===== src/rtl/top_level_pattern.sv =====
// Pattern-count engine: scans a 32-byte string in data memory for a 5-bit pattern
// and writes the within-byte, byte and full-string match counts back to memory.

module data_mem (
   input  logic       clk,
   input  logic       we,
   input  logic [7:0] raddr,
   input  logic [7:0] waddr,
   input  logic [7:0] wdata,
   output logic [7:0] rdata
);

   logic [7:0] core [256];

   assign rdata = core[raddr];

   always_ff @(posedge clk) begin
      if (we)
         core[waddr] <= wdata;
   end

endmodule

module top_level_pattern #(
   parameter int STR_BASE  = 0,
   parameter int STR_BYTES = 32,
   parameter int PAT_ADDR  = 32,
   parameter int RES_ADDR  = 33
) (
   input  logic clk,
   input  logic rst_n,
   input  logic req,
   output logic done
);

   typedef enum logic [2:0] {
      IDLE,
      LOAD,
      SCAN,
      WR0,
      WR1,
      WR2,
      DONE
   } state_t;

   state_t     state;
   state_t     state_next;
   logic       done_next;

   logic [7:0] rd_addr;
   logic [7:0] rd_data;
   logic       mem_we;
   logic [7:0] mem_waddr;
   logic [7:0] mem_wdata;

   logic [4:0] pat;
   logic [3:0] prev;
   logic [7:0] idx;
   logic [7:0] ctb;
   logic [7:0] cto;
   logic [7:0] cts;

   logic [2:0] byte_hits;
   logic [2:0] cross_hits;
   logic [7:0] cross_win;

   data_mem dm1 (
      .clk   (clk),
      .we    (mem_we),
      .raddr (rd_addr),
      .waddr (mem_waddr),
      .wdata (mem_wdata),
      .rdata (rd_data)
   );

   // Only the low nibble of the previous byte can take part in a window that
   // straddles the byte boundary, so that is all we keep of it.
   assign cross_win = {prev, rd_data[7:4]};

   always_comb begin
      byte_hits  = 3'd0;
      cross_hits = 3'd0;
      for (int k = 0; k < 4; k++) begin
         byte_hits  = byte_hits  + {2'b00, (rd_data[k +: 5] == pat)};
         cross_hits = cross_hits + {2'b00, (cross_win[k +: 5] == pat)};
      end
      if (idx == 8'd0)
         cross_hits = 3'd0;
   end

   always_ff @(posedge clk) begin
      if (!rst_n) begin
         state <= IDLE;
         done  <= 1'b0;
      end else begin
         state <= state_next;
         done  <= done_next;
      end
   end

   always_comb begin
      state_next = state;
      done_next  = 1'b0;
      rd_addr    = 8'(PAT_ADDR);
      mem_we     = 1'b0;
      mem_waddr  = 8'(RES_ADDR);
      mem_wdata  = ctb;
      case (state)
         IDLE: begin
            if (req)
               state_next = LOAD;
         end
         LOAD: begin
            state_next = SCAN;
         end
         SCAN: begin
            rd_addr = 8'(STR_BASE) + idx;
            if (idx == 8'(STR_BYTES - 1))
               state_next = WR0;
         end
         WR0: begin
            mem_we     = 1'b1;
            state_next = WR1;
         end
         WR1: begin
            mem_we     = 1'b1;
            mem_waddr  = 8'(RES_ADDR + 1);
            mem_wdata  = cto;
            state_next = WR2;
         end
         WR2: begin
            mem_we     = 1'b1;
            mem_waddr  = 8'(RES_ADDR + 2);
            mem_wdata  = cts;
            state_next = DONE;
         end
         DONE: begin
            if (req)
               state_next = LOAD;
            else
               done_next = 1'b1;
         end
         default: begin
            state_next = IDLE;
         end
      endcase
   end

   always_ff @(posedge clk) begin
      if (!rst_n) begin
         pat  <= 5'd0;
         prev <= 4'd0;
         idx  <= 8'd0;
         ctb  <= 8'd0;
         cto  <= 8'd0;
         cts  <= 8'd0;
      end else begin
         case (state)
            LOAD: begin
               pat  <= rd_data[7:3];
               prev <= 4'd0;
               idx  <= 8'd0;
               ctb  <= 8'd0;
               cto  <= 8'd0;
               cts  <= 8'd0;
            end
            SCAN: begin
               ctb  <= ctb + 8'(byte_hits);
               if (byte_hits != 3'd0)
                  cto <= cto + 8'd1;
               cts  <= cts + 8'(byte_hits) + 8'(cross_hits);
               prev <= rd_data[3:0];
               idx  <= idx + 8'd1;
            end
            default: begin
            end
         endcase
      end
   end

endmodule


===== config.mk =====
export PLATFORM = sky130hd
export DESIGN_NAME = top_level_pattern
export DESIGN_NICKNAME = d
export VERILOG_FILES = /design/src/rtl/top_level_pattern.sv
export SDC_FILE = /design/constraint.sdc
export NUM_CORES = 1
export LEC_CHECK = 0
export BUFFER_PORTS_ARGS = -buffer_cell sky130_fd_sc_hd__buf_2
export CORE_AREA = 2 2 39 41
export CTS_BUF_LIST = sky130_fd_sc_hd__clkbuf_4 sky130_fd_sc_hd__clkbuf_8 sky130_fd_sc_hd__clkbuf_16
export DETAILED_ROUTE_END_ITERATION = 6
export DIE_AREA = 0 0 41 43
export GPL_ROUTABILITY_DRIVEN = 1
export PLACE_DENSITY_LB_ADDON = 0.08
export SKIP_LAST_GASP = 1
export SYNTH_ARGS = -nofsm -noshare
export SYNTH_HDL_FRONTEND = slang
export SYNTH_HIERARCHICAL = 1
export SYNTH_SLANG_ARGS = --single-unit

===== constraint.sdc =====
create_clock -name clk -period 4.75 [get_ports clk]
set_clock_uncertainty 0.05 [all_clocks]
set_input_delay 0.95 -clock clk [delete_from_list [all_inputs] [get_ports clk]]
set_output_delay 0.95 -clock clk [all_outputs]
set_load 0.03 [all_outputs]

==> results.tsv <==
stage	metric	value	unit
sta	# setup viols final	0	
place	Port Buffers	3	
clock_network	CTS tree	built	
floorplanning	DIE WIDTH	41	µm
clock_network	H-tree depth	1	
global_routing	GR Util All Layers	17.31	%
route	per-cell routed wire length	12.56	µm
route	vias per inst	5.719	
critical_path	CP startpoint kind	flip-flop	
critical_path	Crit. End Element	flip-flop	
clock_network	postcts setup bufs	0	
floorplanning	core area	0.001384	mm²
sta	period utilization	37.13	%
synth	post-synth top area cell	dfxtp_1	
synth	Avg Synthesized Cell Area	8.653	µm²
floorplanning	I/O pin total	4	
floorplanning	die area	0.001763	mm²
finish	layout cells sized above 1	13.70	%
synth	ranking of synthesized cells by area	dfxtp_1 39%, nand2_1 5.5%, nand3_1 4.9%, a311oi_1 4.3%, a21oi_1 4.1%	
critical_path	crit path max fanout	10	
route	via count	509	
floorplanning	FP Rows	14	
sta	slew margin rel.	61.19	%
synth	Yosys reg bits	12	
clock_network	post-CTS sizing	0	
power_and_ir_drop	worst vdd ir	0.1259	mV
sta	Max Freq	0.5670	GHz
place	Placed Area	621.8	µm²
global_routing	grt ovf	0	
critical_path	internal reg-to-reg setup slack	2.99	ns
critical_path	Crit path arrival time	1.92	ns
critical_path	CP peak stage delay	0.53	ns
sta	Final Hold Viols	0	
global_routing	first-pass GRT wire length	1918	µm
sta	Final Max Slew Viols	0	
power_and_ir_drop	Leak	0.0002086	µW
global_routing	initial antenna violation count	0	
outcome	status	finished clean	
route	initial DRC count	18	
route	antenna-violating nets left	0	
sta	RSZ-0062 raised after global routing	no	
synth	top_reg_cell synth	dfxtp_1	
finish	antenna cells	0	
route	DRT Pass-1 Iters	4	
finish	post-route cell area	644.4	µm²
synth	area of the mapped netlist	614.3	µm²
finish	multi-input logic area	339.1	µm²
clock_network	Bufs on Longest Clock Path	2	
finish	Final #Nets	79	
critical_path	worst path required time	4.90	ns
route	DRC viols	0	
synth	Post-synth ARST share	0	%
finish	final-layout fill cell count	134	
clock_network	clk_lat worst skew	0.28	ns
clock_network	clock sink total	12	
global_routing	vias in the first global route	430	
synth	Post-synth EDFFs	0	
synth	register area share after synthesis	39.10	%
min_path	Hold Crit Class	flip-flop to flip-flop	
synth	Synth top area share	39.10	%
synth	syn_nets	75	
synth	unique cell type count in the Yosys netlist	34	
flow_run	Max-cap violations	0	
finish	Sequential Area	240.2	µm²
global_routing	largest net degree at the start of global routing	11	
critical_path	r2r startpoint	state[1]	
synth	yosys warns	6	
synth	most frequent cell after synthesis	dfxtp_1	
place	DP Wirelength	764.7	µm
clock_network	clk slew on worst S/H paths	0.07	ns
critical_path	kind of critical path	flip-flop to flip-flop	
min_path	HP Start	idx[7]	
critical_path	Worst Setup SP	state[1]	
clock_network	Root Driver	clkbuf_4	
finish	Layout area overhead	4.888	%
synth	Synth Instances	71	
sta	Slew @ Worst Pin	0.5796	ns
power_and_ir_drop	Cell Pwr Density	296.0	mW/mm²
floorplanning	Initial Utilization	44.39	%
floorplanning	Die Y	43	µm
place	GP Congestion	0.7212	
critical_path	Slowest-stage cell, CP	or4_1	
synth	synth cell count leaders	12 x dfxtp_1, 9 x nand2_1, 6 x nand3_1	
route	WL final	1118	µm
clock_network	CTS Buf Count	3	
sta	Setup TNS	0	ns
clock_network	cts hold-fix bufs	0	
critical_path	CP cell instances	or3b_1, or4_1, a21oi_1	
sta	Min Clock Period, post-route	1.764	ns
-- metal layers --
layer  GRT usage [%]  vias up  wire (µm)
met5               0        -          0
met4           18.00        0         53
met3           3.141        5         21
met2           18.13        9        459
met1           26.40      223        583
li1                -      272          -
-- cell type report --
type	count	share of cell area (%)
multi-input cells	53	52.62
clock buffers	3	3.495
flip-flops and latches	12	37.28
well taps	16	3.107
inverters	2	1.165
repair buffers	3	2.330
-- stage by stage --
step,setup slack [ns],util [%],hold slack [ns],total power (µW),cells
2_1_floorplan,3.105,-,0.4005,125.3,71
3_3_place_gp,2.859,44.94,0.4185,129.0,86
3_5_place_dp,2.822,44.94,0.4303,128.6,86
4_1_cts,2.976,46.56,0.4394,192.9,89
5_1_grt,2.885,46.56,0.4531,200.5,89
6_report,2.986,46.56,0.4354,190.8,89
-- kinds of logic (layout without fill, tap and decap cells) --
| kind of cell | after synthesis | in the layout | synth area share (%) |
|---|---|---|---|
| AND/OR/NAND/NOR | 33 | 33 | 30.15 |
| AO/OA/AOI/OAI | 18 | 18 | 21.39 |
| flip-flops | 12 | 12 | 39.10 |
| buffers and inverters | 6 | 8 | 5.700 |
| adder cells (fa/ha/maj) | 1 | 1 | 2.036 |
| multiplexers | 1 | 1 | 1.629 |
-- critical path, delay by kind of cell, from the launching register on --
kind | cells | cell delay, ns
and+or+nand+nor | 2 | 1.01
AOI/OAI and AO/OA | 1 | 0.16
DFF | 1 | 0.48
-- flip-flops by register name, summed over array words and instances (netlist names) --
| register | cells |
|---|---|
| done | 1 |
| idx | 8 |
| state | 3 |
-- final timing paths --
path,endpoint,cells after the start
setup / recovery,idx[5],3
hold reg to reg,idx[7],2
setup reg to reg,idx[5],3
hold / removal,idx[7],2
-- cell usage in the layout (no fill, tap or decap), types with 2 or more instances in the layout --
master,synthesis,final
nand2b_1,4,4
buf_2,1,3
a21oi_1,5,5
nor2_1,2,2
a311oi_1,3,3
nand3_1,6,6
clkbuf_4,0,3
dfxtp_1,12,12
a211oi_1,2,2
a41oi_1,2,2
nor3_1,2,2
nand2_1,9,9
-- report_power, final --
part,switching (µW),internal [µW]
clock network,35.1,29.4
logic,10.8,7.41
registers,4.84,103
total,50.8,140
Power figures use the tool's default switching activity.
